===== src/rtl/tpu_cmd_sequencer.sv =====
`default_nettype none
// ============================================================================
// tpu_cmd_sequencer : queued host command front-end sequencing UB reads and
//                     systolic/VPU control, with completion/timeout status.
// Revision 1.0
// ============================================================================
module tpu_cmd_sequencer #(
    parameter int SYSTOLIC_ARRAY_WIDTH = 2,
    parameter int CMD_FIFO_DEPTH       = 4,
    parameter int TIMEOUT_CYCLES       = 1024
) (
    input  logic                              clk,
    input  logic                              rst,
    input  logic                              cmd_valid_in,
    output logic                              cmd_ready_out,
    input  logic [1:0]                        cmd_op_in,
    input  logic                              cmd_transpose_in,
    input  logic [8:0]                        cmd_ptr_select_in,
    input  logic [15:0]                       cmd_addr_in,
    input  logic [15:0]                       cmd_row_size_in,
    input  logic [15:0]                       cmd_col_size_in,
    input  logic [3:0]                        cmd_vpu_pathway_in,
    input  logic [SYSTOLIC_ARRAY_WIDTH-1:0]   vpu_valid_in,
    input  logic                              err_clear_in,
    output logic                              ub_rd_start_out,
    output logic                              ub_rd_transpose_out,
    output logic [8:0]                        ub_ptr_select_out,
    output logic [15:0]                       ub_rd_addr_out,
    output logic [15:0]                       ub_rd_row_size_out,
    output logic [15:0]                       ub_rd_col_size_out,
    output logic [3:0]                        vpu_data_pathway_out,
    output logic                              sys_switch_out,
    output logic                              sync_pulse_out,
    output logic                              busy_out,
    output logic [$clog2(CMD_FIFO_DEPTH):0]   fifo_count_out,
    output logic [15:0]                       cmd_done_count_out,
    output logic                              err_timeout_out
);
    localparam int PW = $clog2(CMD_FIFO_DEPTH);
    localparam int CW = PW + 1;
    localparam int TW = $clog2(TIMEOUT_CYCLES) + 1;

    localparam logic [1:0] ST_IDLE      = 2'd0;
    localparam logic [1:0] ST_ISSUE     = 2'd1;
    localparam logic [1:0] ST_WAIT_LOAD = 2'd2;
    localparam logic [1:0] ST_WAIT_WB   = 2'd3;

    localparam logic [1:0] OP_LOAD    = 2'd0;
    localparam logic [1:0] OP_COMPUTE = 2'd1;
    localparam logic [1:0] OP_SWITCH  = 2'd2;
    localparam logic [1:0] OP_SYNC    = 2'd3;

    logic [63:0]   mem_q [CMD_FIFO_DEPTH];
    logic [PW-1:0] wr_ptr_q, rd_ptr_q;
    logic [CW-1:0] count_q, count_d;
    logic          push, pop;
    logic [63:0]   head;
    logic [1:0]    head_op;
    logic [15:0]   head_row;
    logic          head_lc;

    logic [1:0]  state_q, state_d, op_q, op_d;
    logic        tr_q, tr_d;
    logic [8:0]  ptr_q, ptr_d;
    logic [15:0] addr_q, addr_d, row_q, row_d, col_q, col_d;
    logic [3:0]  pw_q, pw_d;
    logic        start_q, start_d, switch_q, switch_d, sync_q, sync_d;
    logic [16:0] timer_q, timer_d;
    logic [15:0] beat_q, beat_d, beat_next;
    logic [TW-1:0] idle_q, idle_d;
    logic [15:0] done_q, done_d;
    logic        err_q, err_d, busy_q, busy_d, retire, last_lane;
    logic        unused_lanes;

    assign cmd_ready_out = (count_q != CW'(CMD_FIFO_DEPTH));
    assign push          = cmd_valid_in && cmd_ready_out;
    assign pop           = (state_q == ST_IDLE) && (count_q != '0);
    assign head          = mem_q[rd_ptr_q];
    assign head_op       = head[63:62];
    assign head_row      = head[35:20];
    assign head_lc       = (head_op == OP_LOAD) || (head_op == OP_COMPUTE);
    assign last_lane     = vpu_valid_in[SYSTOLIC_ARRAY_WIDTH-1];
    assign beat_next     = beat_q + {15'd0, last_lane};
    assign unused_lanes  = ^vpu_valid_in;

    always_comb begin
        case ({push, pop})
            2'b10:   count_d = count_q + CW'(1);
            2'b01:   count_d = count_q - CW'(1);
            default: count_d = count_q;
        endcase
    end

    always_comb begin
        state_d  = state_q;
        op_d     = op_q;
        tr_d     = tr_q;
        ptr_d    = ptr_q;
        addr_d   = addr_q;
        row_d    = row_q;
        col_d    = col_q;
        pw_d     = pw_q;
        start_d  = 1'b0;
        switch_d = 1'b0;
        sync_d   = 1'b0;
        timer_d  = timer_q;
        beat_d   = beat_q;
        idle_d   = idle_q;
        done_d   = done_q;
        err_d    = err_q & ~err_clear_in;
        retire   = 1'b0;
        case (state_q)
            ST_IDLE: begin
                if (pop) begin
                    state_d = ST_ISSUE;
                    op_d    = head_op;
                    beat_d  = '0;
                    // SWITCH/SYNC leave the held UB/VPU fields untouched
                    if (head_lc) begin
                        tr_d   = head[61];
                        ptr_d  = head[60:52];
                        addr_d = head[51:36];
                        row_d  = head_row;
                        col_d  = head[19:4];
                        pw_d   = head[3:0];
                    end
                    start_d  = head_lc && (head_row != 16'd0);
                    switch_d = ((head_op == OP_COMPUTE) && (head_row != 16'd0))
                               || (head_op == OP_SWITCH);
                    sync_d   = (head_op == OP_SYNC);
                end
            end
            ST_ISSUE: begin
                idle_d = '0;
                beat_d = beat_next;
                if ((op_q == OP_LOAD) && (row_q != 16'd0)) begin
                    timer_d = {1'b0, row_q} + 17'(SYSTOLIC_ARRAY_WIDTH - 1);
                    state_d = ST_WAIT_LOAD;
                end else if ((op_q == OP_COMPUTE) && (row_q != 16'd0)
                             && (beat_next != row_q)) begin
                    state_d = ST_WAIT_WB;
                end else begin
                    retire = 1'b1;
                end
            end
            ST_WAIT_LOAD: begin
                timer_d = timer_q - 17'd1;
                if (timer_q == 17'd1) begin
                    retire = 1'b1;
                end
            end
            ST_WAIT_WB: begin
                if (last_lane) begin
                    beat_d = beat_next;
                    idle_d = '0;
                    if (beat_next == row_q) begin
                        retire = 1'b1;
                    end
                end else if (idle_q == TW'(TIMEOUT_CYCLES - 1)) begin
                    // abort without retiring; the sticky flag beats a same-cycle clear
                    err_d   = 1'b1;
                    state_d = ST_IDLE;
                end else begin
                    idle_d = idle_q + TW'(1);
                end
            end
            default: state_d = ST_IDLE;
        endcase
        if (retire) begin
            state_d = ST_IDLE;
            done_d  = done_q + 16'd1;
        end
        busy_d = (state_d != ST_IDLE) || (count_d != '0);
    end

    always_ff @(posedge clk) begin
        if (push) begin
            mem_q[wr_ptr_q] <= {cmd_op_in, cmd_transpose_in, cmd_ptr_select_in, cmd_addr_in,
                                cmd_row_size_in, cmd_col_size_in, cmd_vpu_pathway_in};
        end
    end

    always_ff @(posedge clk) begin
        if (rst) begin
            wr_ptr_q <= '0;
            rd_ptr_q <= '0;
            count_q  <= '0;
            state_q  <= ST_IDLE;
            op_q     <= OP_LOAD;
            tr_q     <= 1'b0;
            ptr_q    <= '0;
            addr_q   <= '0;
            row_q    <= '0;
            col_q    <= '0;
            pw_q     <= '0;
            start_q  <= 1'b0;
            switch_q <= 1'b0;
            sync_q   <= 1'b0;
            timer_q  <= '0;
            beat_q   <= '0;
            idle_q   <= '0;
            done_q   <= '0;
            err_q    <= 1'b0;
            busy_q   <= 1'b0;
        end else begin
            if (push) wr_ptr_q <= wr_ptr_q + PW'(1);
            if (pop)  rd_ptr_q <= rd_ptr_q + PW'(1);
            count_q  <= count_d;
            state_q  <= state_d;
            op_q     <= op_d;
            tr_q     <= tr_d;
            ptr_q    <= ptr_d;
            addr_q   <= addr_d;
            row_q    <= row_d;
            col_q    <= col_d;
            pw_q     <= pw_d;
            start_q  <= start_d;
            switch_q <= switch_d;
            sync_q   <= sync_d;
            timer_q  <= timer_d;
            beat_q   <= beat_d;
            idle_q   <= idle_d;
            done_q   <= done_d;
            err_q    <= err_d;
            busy_q   <= busy_d;
        end
    end

    assign ub_rd_start_out      = start_q;
    assign ub_rd_transpose_out  = tr_q;
    assign ub_ptr_select_out    = ptr_q;
    assign ub_rd_addr_out       = addr_q;
    assign ub_rd_row_size_out   = row_q;
    assign ub_rd_col_size_out   = col_q;
    assign vpu_data_pathway_out = pw_q;
    assign sys_switch_out       = switch_q;
    assign sync_pulse_out       = sync_q;
    assign busy_out             = busy_q;
    assign fifo_count_out       = count_q;
    assign cmd_done_count_out   = done_q;
    assign err_timeout_out      = err_q;

endmodule
`default_nettype wire


===== config.mk =====
export PLATFORM = sky130hd
export DESIGN_NAME = tpu_cmd_sequencer
export DESIGN_NICKNAME = d
export VERILOG_FILES = /design/src/rtl/tpu_cmd_sequencer.sv
export SDC_FILE = /design/constraint.sdc
export NUM_CORES = 1
export LEC_CHECK = 0
export BUFFER_PORTS_ARGS = -buffer_cell sky130_fd_sc_hd__buf_2
export CAP_MARGIN = 40
export CORE_UTILIZATION = 59
export CTS_CLUSTER_SIZE = 24
export DETAILED_ROUTE_END_ITERATION = 8
export PLACE_DENSITY = 0.8
export SYNTH_ARGS = -nofsm -noshare
export SYNTH_HDL_FRONTEND = slang
export SYNTH_SLANG_ARGS = --single-unit

===== constraint.sdc =====
create_clock -name clk -period 3.9 [get_ports clk]
set_input_delay 0.78 -clock clk [delete_from_list [all_inputs] [get_ports clk]]
set_output_delay 0.78 -clock clk [all_outputs]
set_load 0.02 [all_outputs]

* Word level (Yosys, flattened, before mapping)
Memory sizes are Yosys's and may differ from the RTL's. A register that Yosys moved wholly into a read port is not among the register bits. Index checks and enable logic that the tools add are counted.
Word-level totals: register bits after elaboration 138, RAM bits 256, input port bits 70, output and inout bits 87, word-level logic and storage cells 108, memories kept 1
Operators by class: add/sub/neg operators 9, eq/ne operators 18, multiplexer cells 29, bitwise operators 4, reduce and logical (&&, ||, !) cells 27
Memories:
- mem_q | words 4, bits a word 64, read ports 1, clocked after Yosys merged registers in 1, wr ports 1, RTL line 53 | logic [63:0] mem_q [CMD_FIFO_DEPTH];
Operators by type and width (number):
- 16-bit case mux with 3 select lines | 1
- 17-bit case mux with 2 select lines | 1
- 16-bit two-way mux | 2
- 16-bit nonzero test | 2
- 11-bit two-way mux | 2
- 11-bit case mux with 2 select lines | 1
- 16-bit by 1-bit adder with 17-bit output, second input constant | 1
- 17-bit by 1-bit == test with 1-bit output, second input constant | 1
- 17-bit two-way mux | 1
- 17-bit by 1-bit subtractor with 17-bit output, second input constant | 1
- 16-bit by 1-bit adder with 16-bit output | 1
- 16-bit by 1-bit adder with 16-bit output, second input constant | 1
- 16-bit == test | 1
- 2-bit two-way mux | 8
- 16-bit != test | 1
- 11-bit by 1-bit adder with 11-bit output, second input constant | 1
- 11-bit by 10-bit == test with 1-bit output, second input constant | 1
- 2-bit == test, second input constant | 5
- 1-bit two-way mux | 10
- 3-bit nonzero test | 3
- 2-bit by 1-bit == test with 1-bit output, second input constant | 4
- 1-bit logical AND | 7
- 2-bit logical NOT | 3
- 2-bit != test, second input constant | 3
- other kinds (14) | 25

* Depth between registers and ports, before layout
Gate-level depths: netlist of run 1.
word-level depth 9, gate-level depth with buffers 13, gate-level depth less buffers 13

* Worst setup path before layout of run 1
No wires, ideal clock.
path kind in2reg, start input port vpu_valid_in[1], end register done_q[3] (netlist: cmd_done_count_out[3]), setup time 123 ps, data arrival time 2846 ps, data required time 3777 ps, path slack 930 ps, cell stages on the path 10, buffers on the path 2, path through ha_1 buf_2 nand4_4 or3_1 a2bb2oi_1 a211oi_2 nand4_4 buf_6 a21oi_2 mux2_1
Between the ends: longest elaborated chain between the ends 6, elaborated cells between the ends (all ways) 9, classes of those cells add/sub (1); eq/ne (2); mux (5); reduce/logical (1)
RTL lines:
- start, declared | RTL line 23 | input logic [SYSTOLIC_ARRAY_WIDTH-1:0] vpu_valid_in,
- 16-bit by 1-bit adder with 16-bit output | RTL line 83 | assign beat_next = beat_q + {15'd0, last_lane};
- 16-bit != test | RTL line 140 | && (beat_next != row_q)) begin
- 1-bit logical AND | RTL line 140
- 1-bit two-way mux | RTL line 139 | end else if ((op_q == OP_COMPUTE) && (row_q != 16'd0)
- 1-bit two-way mux | RTL line 136 | if ((op_q == OP_LOAD) && (row_q != 16'd0)) begin
- 1-bit case mux with 3 select lines (*) | RTL line 112 | case (state_q)
- end signal, assigned | RTL line 223 | done_q <= done_d;
- end, declared | RTL line 71 | logic [15:0] done_q, done_d;
Mark *: on every way between the ends. The rest lies on a longest branch, timed or not. A chain may end at the register's enable or synchronous reset.

* Worst setup path in the final report of run 1
start register state_q[1], end register busy_q (netlist: busy_out)
Between the ends: longest elaborated chain between the ends 7, elaborated cells between the ends (all ways) 19, classes of those cells eq/ne (5); mux (9); reduce/logical (5)
RTL lines:
- start, declared | RTL line 62 | logic [1:0] state_q, state_d, op_q, op_d;
- start signal, assigned | RTL line 209 | state_q <= state_d;
- 2-bit logical NOT (*) | RTL line 77 | assign pop = (state_q == ST_IDLE) && (count_q != '0);
- 1-bit logical AND (*) | RTL line 77
- net pop | RTL line 56 | logic push, pop;
- 2-bit two-way mux | RTL line 114 | if (pop) begin
- 2-bit case mux with 3 select lines | RTL line 112
- 2-bit two-way mux | RTL line 169 | if (retire) begin
- 2-bit nonzero test | RTL line 173 | busy_d = (state_d != ST_IDLE) || (count_d != '0);
- 1-bit logical OR (*) | RTL line 173
- end signal, assigned | RTL line 225 | busy_q <= busy_d;
- end, declared | RTL line 72 | logic err_q, err_d, busy_q, busy_d, retire, last_lane;
Mark *: on every way through the listed nets, which the timed path passes. The rest lies on a longest branch.

==> impl_results.md, run 1 <==
* Xor/xnor share of the synthesized area at 0.0259
* Die H at around 170 um
* Worst VDD drop at approximately 440 uV
* Non-Filler Instances at about 1700
* Worst path bufs/invs at 2
* Achievable frequency at 331 MHz
* GRT Overall Usage at 0.250
* Area growth syn-to-layout at 15.2%
* Most frequent cells in the layout: edfxtp_1, nand2_1, buf_2
* Mapped Cells at between 1000 and 1500
* Synth Area in Compound Gates at 0.0678
* Part of the cycle the worst path needs at 0.775
* CTS tree: built
* CTS Sinks at 396
* Post-Syn Area at between 15000 and 20000 um2
* Seq. cell area at ~10000 um2
* Fin crit period at slightly above 3000 ps
* Largest family of logic cells by synthesized area: simple AND/OR/NAND/NOR gates
* Switching Fraction at 0.330
* Fillers at approximately 1800
* Crit path max-delay family: simple AND/OR/NAND/NOR gates
* Adder-Cell Fraction of Synth Area at 0.0112
* Hold_sp: idle_q[10]
* Post-CTS Repair Setup Buffers at 0
* Layout cell share with drive strength beyond 1 at 0.232
* Hold_buf cts at 0
* Hold Vio Cnt, Final at 0
* Cell-internal power at a little under 0.009 W
* Max clock buf depth at 3
* #FFs+latches synth at about 400
* Synth Area in Simple Gates at 0.124
* Psw at 0.00429 W
* Core area at between 20000 and 30000 um2
* I/O pin count at 157
* Worst-path fanout max at 13
* Post-synth EDFFs at around 260
* Largest net degree at the start of global routing at 63
* Ys Warns at 0
* Antenna violations before repair at 5
* Number of CTS-inserted buffers at 40
* Post-Syn Nets at between 1000 and 1500
* First-pass GRT wire length at approximately 55 mm
* Critical R2R Launch: state_q[1]
* Comb pwr share at 0.285
* Final Max Slew Viols at 0
* Via count at slightly above 10000
* Port buffer count at roughly 160
* Vias in the first global route at ~10000
* Leakage at 6.69 nW
* WP data arrival at approximately 3500 ps
* Final worst slack at between 800 and 900 ps
* Drt initial violations at between 700 and 800
* Worst Path Required at between 4000 and 5000 ps
* Die area at between 20000 and 30000 um2
* Total Neg Setup Slack at 0 ps
* Status: complete, no violations
* Crit path from: state_q[1]
* Placed Cells at between 1500 and 2000
* Crit path largest cell delay at between 500 and 600 ps
* Main synth FF type: edfxtp_1
* Detailed Place HPWL at approximately 22 mm
* GRT Residual Overflow at 0
* Post_cts resized at 0
* Final Instance Area at 18700 um2
* CP startpoint kind: flop
* Ys async rst share at 0
* Clock Tree Root: clkbuf_16
* Sequential area share after synthesis at 0.646
* Final net count at between 1000 and 1500
* Clock latency at the later pin of the worst-skew pair at between 500 and 600 ps
* Final setup fails at 0
* Sequential share of power at 0.430
* Crit Path Category: reg -> reg
* Worst-path cell chain: or3_1 > clkinv_1 > ha_1 > inv_1 > fa_1 > xor2_1 > or3_1 > a21oi_1 > a21o_1 > nor2b_1 > a31oi_1
* Pwr/cell area at between 600 and 700 nW/um2
* Gpl congestion at slightly below 0.9
* Routed Antenna Nets at 0
* Worst hold path class: reg -> reg
* Slew margin rel. at 0.486
* Row count at 60
* Clock Skew at approximately 15 ps
* Initial Util at 0.603
* Remaining DRCs at 0
* CTS clk-pin slew, worst paths at approximately 60 ps
* Pre-CTS setup slack at roughly 370 ps
* Clock network power share at 0.285
* Drt first pass iters at 5
* CP dominant cell by count: or3_1
* Die W at around 170 um
* Post-placement cell area at 17400 um2
* CP max-delay cell: or3_1
* Commonest non-fill, non-tap cell in the layout: edfxtp_1
* Synth Area per Inst at 13.3 um2
* WL/cell at approximately 20 um
* Clock H-tree levels at 2
* Max Cap Violations at 0
* Area of the multi-input gates at around 5400 um2
* Least-Margin Pin Slew at slightly below 800 ps
* Vias per cell at 5.96
* Unrepaired setup endpoints after global routing: false
* Mux cell area share after synthesis at 0.102
* Synth cell types at between 60 and 70
* Crit end category: flop
* Final wirelength at approximately 35 mm
worst min-delay path, cell delays in order, from the launching register on:
cell and delay [ps]:
dfxtp_1 310, inv_1 40, a211oi_1 40
routing by layer:
layer,GRT usage,vias to the layer above,share of wire
met5,0,-,0.00086
met4,0.0758,4,0.022
met3,0.0529,62,0.067
met2,0.426,344,0.50
met1,0.323,5145,0.41
li1,-,4841,-
sequential cells by signal, indices dropped and copies added, names as in the netlist, 3 cells and up, named ones only:
name	count
idle_q	11
fifo_count_out	3
vpu_data_pathway_out	4
cmd_done_count_out	16
ub_ptr_select_out	9
beat_q	16
ub_rd_addr_out	16
timer_q	17
ub_rd_col_size_out	16
mem_q	256
ub_rd_row_size_out	16
power groups by stage:
stage          Clock [W]  Combinational [W]  Sequential [W]
6_report         0.00371            0.00370         0.00559
5_1_grt          0.00391            0.00405         0.00565
4_1_cts          0.00375            0.00372         0.00558
3_5_place_dp           0            0.00369         0.00565
3_3_place_gp           0            0.00360         0.00562
2_1_floorplan          0            0.00246         0.00573
final cells by class:
type,count,share of cell area
Antenna cell,2,0.000267
Clock buffer,64,0.0610
Clock inverter,8,0.00709
Inverter,21,0.00421
Multi-Input combinational cell,731,0.289
Sequential cell,396,0.561
Tap cell,341,0.0228
Timing Repair Buffer,180,0.0553
path summary, 6_finish.rpt:
kind                                   end  slack, ps  cells past startpoint
worst min register to register  idle_q[10]        430                      2
worst min-delay path            idle_q[10]        430                      2
worst max-delay path              busy_out        880                     11
worst max register to register    busy_out        880                     11
kinds of logic after synthesis:
| kind of cell | Yosys count |
|---|---|
| XOR/XNOR | 48 |
| adder cells (fa/ha/maj) | 14 |
| AO/OA/AOI/OAI | 189 |
| flip-flops | 396 |
| multiplexers | 84 |
| buffers and inverters | 93 |
| AND/OR/NAND/NOR | 396 |
metrics by stage:
step,hold slack [ps],total power [W],util
after floorplan,405,0.00819,-
after global placement,414,0.00922,0.646
after detailed placement,421,0.00935,0.647
after CTS,429,0.0131,0.694
after global routing,445,0.0136,0.694
final,427,0.0130,0.695
synth_stat cells (all sizes together), types with 3 or more instances:
master,n,area [um2]
a211oi,6,50.1
a31oi,13,81.3
nand2b,3,18.8
and4,12,105
or3,8,50.1
a21oi,115,598
nor3,21,105
edfxtp,256,7690
dfxtp,140,2800
nor2b,19,119
inv,20,75.1
and3,15,93.8
o22ai,6,37.5
mux2i,6,60.1
nor2,73,274
ha,13,163
nand3b,5,37.5
a21o,8,60.1
or4,8,60.1
o311ai,3,26.3
o21ai,20,100
nand4,14,163
buf,17,92.6
o211ai,3,22.5
xor2,17,149
mux2,14,158
nand2,167,627
nand3,29,150
xnor2,31,272
clkbuf,55,206
mux4,64,1440
and2,3,18.8
nor4,12,141
Power figures use the tool's default switching activity.
==> inputs of run 2 (changes only) <==
Clock period 3.9 ns to 2.8 ns, I/O delays scaled along.
==> run 2 against run 1 <==
Final cell count up 2.2%. Design area is 1.8% higher. Global-route usage is 0.55 points higher. Critical path depth decreased by 1. Non-clock buffer count increased by 33. Core utilization grew 1.3 points. Combinational power is 49% higher. Critical path type unchanged. First-iteration DRC count is 9.8% higher. Setup slack worse by 700 ps. Flip-flop and latch count stayed put. Total power increased by 41%.
==> impl_results.md, run 2 (same netlist as run 1, synthesis figures left out) <==
* Status: complete, no violations
* Worst VDD drop at 835 uV (+88%)
* Fin crit period at 2620 ps (-403 ps)
* Die W at 168 um (unchanged)
* Pre-CTS setup slack at -227 ps (-602 ps)
* Leakage at 6.89 nW (+3.1%)
* Final net count at 1487 (+2.3%)
* I/O pin count at 157 (unchanged)
* WP data arrival at 3040 ps (-440 ps)
* Fillers at 1728 (-1.6%)
* Biggest register: mem_q
* Initial Util at 0.603 (unchanged)
* Final Max Slew Viols at 0 (unchanged)
* Area of the multi-input gates at 5410 um2 (+0.16%)
* CTS Sinks at 396 (unchanged)
* CP dominant cell by count: buf_4
* Vias in the first global route at 10500 (+2.2%)
* Routed met3 length at 2.41 mm (+3.2%)
* Number of CTS-inserted buffers at 40 (unchanged)
* Drt first pass iters at 5 (unchanged)
* R2r worst-path depth at 10 (-1)
* Area growth syn-to-layout at 17.3%
* Core area at 27000 um2 (unchanged)
* Switching Fraction at 0.329 (-0.000859)
* First-pass GRT wire length at 55.8 mm (+1.1%)
* Drt initial violations at 826 (+9.8%)
* Vias per cell at 5.88 (-1.4%)
* CTS clk-pin slew, worst paths at 60 ps (about the same)
* Seq. cell area at 10500 um2 (about the same)
* Highest routed layer: met5
* Final wirelength at 35.5 mm (+1.9%)
* Crit path max-delay family: simple AND/OR/NAND/NOR gates
* Die area at 28200 um2 (unchanged)
* Placed Cells at 1702 (+2.0%)
* Final worst slack at 181 ps (-697 ps)
* Die H at 168 um (unchanged)
* Worst hold path class: in -> reg
* Worst-path cell chain: ha_2 > buf_4 > and4_1 > and3_1 > o22ai_1 > nor4_4 > nand4_4 > buf_4 > a21oi_1 > mux2_1
* Max Cap Violations at 0 (unchanged)
* Antenna violations before repair at 6 (+1)
* Least-Margin Pin Slew at 760 ps (-10.3 ps)
* Hold_sp: cmd_addr_in[12]
* Detailed Place HPWL at 22.1 mm (+2.4%)
* Comb pwr share at 0.300 (+0.015)
* Worst-path fanout max at 6 (-7)
* Wire length on met2 at 17.9 mm (+2.4%)
* Via count at 10500 (+0.70%)
* Worst path bufs/invs at 2 (unchanged)
* Pwr/cell area at 965 nW/um2 (+39%)
* GRT Residual Overflow at 0 (unchanged)
* Met1 Routed Length at 14.2 mm (-0.86%)
* Sequential share of power at 0.420 (-0.010)
* Max clock buf depth at 3 (unchanged)
* Hold Crit Depth at 1 (-1)
* Cell-internal power at 0.0123 W (+42%)
* Power, Total at 0.0184 W (+41%)
* Hold Vio Cnt, Final at 0 (unchanged)
* Crit Path Category: reg -> reg
* CTS tree: built
* Clock latency at the later pin of the worst-skew pair at 540 ps (about the same)
* CP max-delay cell: dfxtp_1
* Commonest non-fill, non-tap cell in the layout: edfxtp_1
* Total Neg Setup Slack at 0 ps (unchanged)
* Worst Path Required at 3220 ps (-1140 ps)
* Part of the cycle the worst path needs at 0.935 (+0.161)
* Post_cts resized at 0 (unchanged)
* Slew margin rel. at 0.493 (+0.00684)
* Clock Tree Root: clkbuf_16
* Achievable frequency at 382 MHz (+15%)
* Biggest registers after layout: mem_q (256), timer_q (17)
* Row count at 60 (unchanged)
* Post-CTS Repair Setup Buffers at 0 (unchanged)
* Clock Skew at 11.8 ps (-2.79 ps)
* Port buffer count at 155 (unchanged)
* GRT Overall Usage at 0.256 (+0.00554)
* Routed Antenna Nets at 0 (unchanged)
* Largest net degree at the start of global routing at 66 (+4.8%)
* Critical R2R Launch: beat_q[0]
* Crit path depth at 10 (-1)
* WL/cell at 20.0 um (-0.28%)
* Gpl congestion at 0.901 (+2.9%)
* Hold_buf cts at 0 (unchanged)
* Non-Filler Instances at 1781 (+2.2%)
* Max FFs per register at 256 (unchanged)
* Clock H-tree levels at 2 (unchanged)
* Psw at 0.00605 W (+41%)
* Clock network power share at 0.280 (-0.005)
* Layout cell share with drive strength beyond 1 at 0.256 (+0.0238)
* Final core utilization at 0.707 (+0.0128)
* Crit path largest cell delay at 360 ps (-230 ps)
* Crit path from: beat_q[0]
* CP startpoint kind: flop
* Remaining DRCs at 0 (unchanged)
* Unrepaired setup endpoints after global routing: true
* Most frequent cells in the layout: edfxtp_1, nand2_1, buf_2
* Crit end category: flop
* Final setup fails at 0 (unchanged)
==> run 2: cell count changes in the layout (fill, tap and decap cells not counted), sizes merged <==
| cell | previous run | this run |
|---|---|---|
| clkinv | 5 | 15 |
| diode | 2 | 6 |
| buf | 180 | 213 |
| clkbuf | 64 | 55 |
==> run 2: final cells by class <==
| class | instances | area share |
|---|---|---|
| diodes | 6 | 0.000788 |
| well taps | 341 | 0.0224 |
| flip-flops and latches | 396 | 0.551 |
| repair buffers | 213 | 0.0709 |
| multi-input cells | 731 | 0.284 |
| clock inverters | 18 | 0.00925 |
| clock buffers | 55 | 0.0581 |
| inverters | 21 | 0.00413 |
==> run 2: path summary, 6_finish.rpt <==
| kind | end | slack [ps] |
|---|---|---|
| hold / removal | mem_q[1][48] | 230 |
| setup reg to reg | cmd_done_count_out[4] | 180 |
| hold reg to reg | idle_q[10] | 440 |
| setup / recovery | cmd_done_count_out[4] | 180 |
==> run 2: power groups by stage <==
stage                     clock network, W  logic (W)  registers, W
after floorplan                          0    0.00342       0.00797
after global placement                   0    0.00535       0.00776
after detailed placement                 0    0.00546       0.00781
after CTS                          0.00524    0.00553       0.00772
after global routing               0.00543    0.00598       0.00781
final                              0.00515    0.00552       0.00772
==> run 2: per-layer routing <==
layer,GRT usage,up-vias
met2,0.439,356
met5,0,-
met4,0.101,2
met1,0.316,5128
met3,0.0564,81
li1,-,4902
==> run 2: through the flow <==
| stage | hold slack (ps) | area, um2 |
|---|---|---|
| final | 229 | 19100 |
| after global routing | 216 | 19100 |
| after CTS | 204 | 19000 |
| after detailed placement | 439 | 17800 |
| after global placement | 417 | 17800 |
| after floorplan | 405 | 16300 |
==> inputs of run 3 (changes only) <==
Settings changed: CORE_ASPECT_RATIO from default to 0.75.
==> run 3 against run 2 <==
Global-route usage down 0.48 points. Setup slack worse by 71 ps. Worst hold slack better by 5.3 ps. Core utilization down 0.17 points. Largest cell class unchanged. Largest power group unchanged. Register-to-register slack worse by 70 ps. Wire length down 1.1%. Count of clock-buffer cells in the layout down 6. Sequential share of layout area about the same. First-iteration DRC count down 0.97%. Via count about the same.
==> impl_results.md, run 3 (same netlist as run 1, synthesis figures left out) <==
* Final net count at 1484 (-0.20%)
* Critical R2R Launch: beat_q[3]
* Fin crit period at 2690 ps (+71.2 ps)
* R2r worst-path depth at 9 (-1)
* GRT Overall Usage at 0.251 (-0.00482)
* Worst-path fanout max at 7 (+1)
* Commonest non-fill, non-tap cell in the layout: edfxtp_1
* WP data arrival at 3100 ps (+60 ps)
* Status: complete, no violations
* Antenna violations before repair at 8 (+2)
* Biggest registers after layout: mem_q (256), timer_q (17)
* Final hold slack at 235 ps (+5.31 ps)
* Part of the cycle the worst path needs at 0.961 (+0.0254)
* CP startpoint kind: flop
* Number of CTS-inserted buffers at 38 (-5.0%)
* Clock latency at the later pin of the worst-skew pair at 540 ps (about the same)
* CTS tree: built
* Layout cell share with drive strength beyond 1 at 0.258 (+0.00230)
* Crit Path Category: reg -> reg
* Achievable frequency at 372 MHz (-2.6%)
* Routed Antenna Nets at 0 (unchanged)
* Clock Tree Root: clkbuf_16
* Final Instance Area at 19100 um2 (about the same)
* Gpl congestion at 0.915 (+1.5%)
* Final wirelength at 35.1 mm (-1.1%)
* Port buffer count at 155 (unchanged)
* CP dominant cell by count: nand4_4
* Crit path largest cell delay at 540 ps (+180 ps)
* Worst Path Required at 3210 ps (about the same)
* Pwr/cell area at 968 nW/um2 (+0.32%)
* Final core utilization at 0.706 (-0.00168)
* Slew margin rel. at 0.515 (+0.0213)
* Least-Margin Pin Slew at 728 ps (-32.0 ps)
* Most frequent cells in the layout: edfxtp_1, nand2_1, buf_2
* Clock H-tree levels at 2 (unchanged)
* WL/cell at 19.7 um (-1.2%)
* Die area at 28200 um2 (about the same)
* Placed Cells at 1711 (+0.53%)
* Final Max Slew Viols at 0 (unchanged)
* CTS clk-pin slew, worst paths at 70 ps (about the same)
* Max FFs per register at 256 (unchanged)
* Core area at 27000 um2 (+0.19%)
* Worst hold path class: in -> reg
* Crit path from: beat_q[3]
* Drt first pass iters at 5 (unchanged)
* Detailed Place HPWL at 22.4 mm (+1.8%)
* Worst-path cell chain: nand4_4 > or3_1 > a2bb2oi_1 > a211oi_2 > buf_4 > nand4_4 > buf_12 > a21oi_1 > mux2_1
* CTS Sinks at 396 (unchanged)
* Initial Util at 0.602 (-0.00112)
* First-pass GRT wire length at 55.4 mm (-0.74%)
* Via count at 10500 (+0.0096%)
* Die H at 146 um (-13%)
* Area growth syn-to-layout at 17.3% (about the same)
* Die W at 194 um (+15%)
* R2R setup slack at 110 ps (-70 ps)
* Row count at 52 (-13%)
* Drt initial violations at 818 (-0.97%)
* Remaining DRCs at 0 (unchanged)
* Max clock buf depth at 3 (unchanged)
* Crit Reg-Reg Endpoint: cmd_done_count_out[6]
* Max Cap Violations at 0 (unchanged)
* Hold_buf cts at 0 (unchanged)
* Vias per cell at 5.88 (about the same)
* Vias in the first global route at 10300 (-2.5%)
* CP max-delay cell: dfxtp_1
* Clock Skew at 19.0 ps (+7.28 ps)
* Hold Vio Cnt, Final at 0 (unchanged)
* Largest net degree at the start of global routing at 65 (-1.5%)
* I/O pin count at 157 (unchanged)
* Biggest register: mem_q
* Post-CTS Repair Setup Buffers at 0 (unchanged)
* Total Neg Setup Slack at 0 ps (unchanged)
* Worst VDD drop at 811 uV (-2.9%)
* Post-placement cell area at 17700 um2 (-0.11%)
* Critical Path Sink: cmd_done_count_out[6]
* Non-Filler Instances at 1782 (+0.056%)
* Crit end category: flop
* GRT Residual Overflow at 0 (unchanged)
* Leakage at 6.88 nW (-0.24%)
* Final setup fails at 0 (unchanged)
==> run 3: routing by layer <==
metal,vias to the layer above,part of all wire,global-route usage
li1,4896,-,-
met1,5178,0.43,0.343
met2,324,0.47,0.402
met3,62,0.076,0.0686
met4,10,0.018,0.0608
met5,-,0.0017,0
==> run 3: worst max-delay path: cells and delay by family (launching register included) <==
family                 cells  cell delay, ps
and+or+nand+nor            3             750
muxes                      1             340
buffers and inverters      2             350
DFF                        1             540
AOI/OAI and AO/OA          3             580
==> run 3: worst min-delay path by stage <==
stage	to	slack, ps	cells past startpoint	startpoint
2_1_floorplan	idle_q[10]	410	2	idle_q[10]
3_5_place_dp	idle_q[10]	430	2	idle_q[10]
6_report	mem_q[3][56]	230	1	cmd_ptr_select_in[4]
3_3_place_gp	idle_q[10]	410	2	idle_q[10]
5_1_grt	mem_q[2][54]	220	1	cmd_ptr_select_in[2]
4_1_cts	mem_q[2][55]	210	1	cmd_ptr_select_in[3]
==> run 3: where the power goes <==
group,total [W],switching [W],leakage (nW),internal (W)
sequential,0.00775,0.000649,3.49,0.00710
clock,0.00519,0.00218,0.618,0.00301
combinational,0.00550,0.00325,2.77,0.00226
==> run 3: metrics by stage <==
| step | worst slack, ps | total power [W] |
|---|---|---|
| CTS | 60.1 | 0.0185 |
| global placement | -175 | 0.0131 |
| finish | 110 | 0.0184 |
| detailed placement | -227 | 0.0133 |
| global route | -5.89 | 0.0193 |
| floorplan | 50.4 | 0.0114 |
==> run 3: area by class of cell <==
type	instances	area (um2)
flip-flops and latches	396	10500
fillers	1751	7950
multi-input cells	731	5450
repair buffers	212	1320
clock buffers	49	1030
well taps	351	439
clock inverters	20	235
inverters	21	78.8
diodes	2	5.00
==> run 3: timing repair <==
item | 4_1_cts | 5_1_grt
endpoints found under the setup margin | 0 | 13
resized for setup | 0 | 11
hold endpoints to repair | 0 | 0
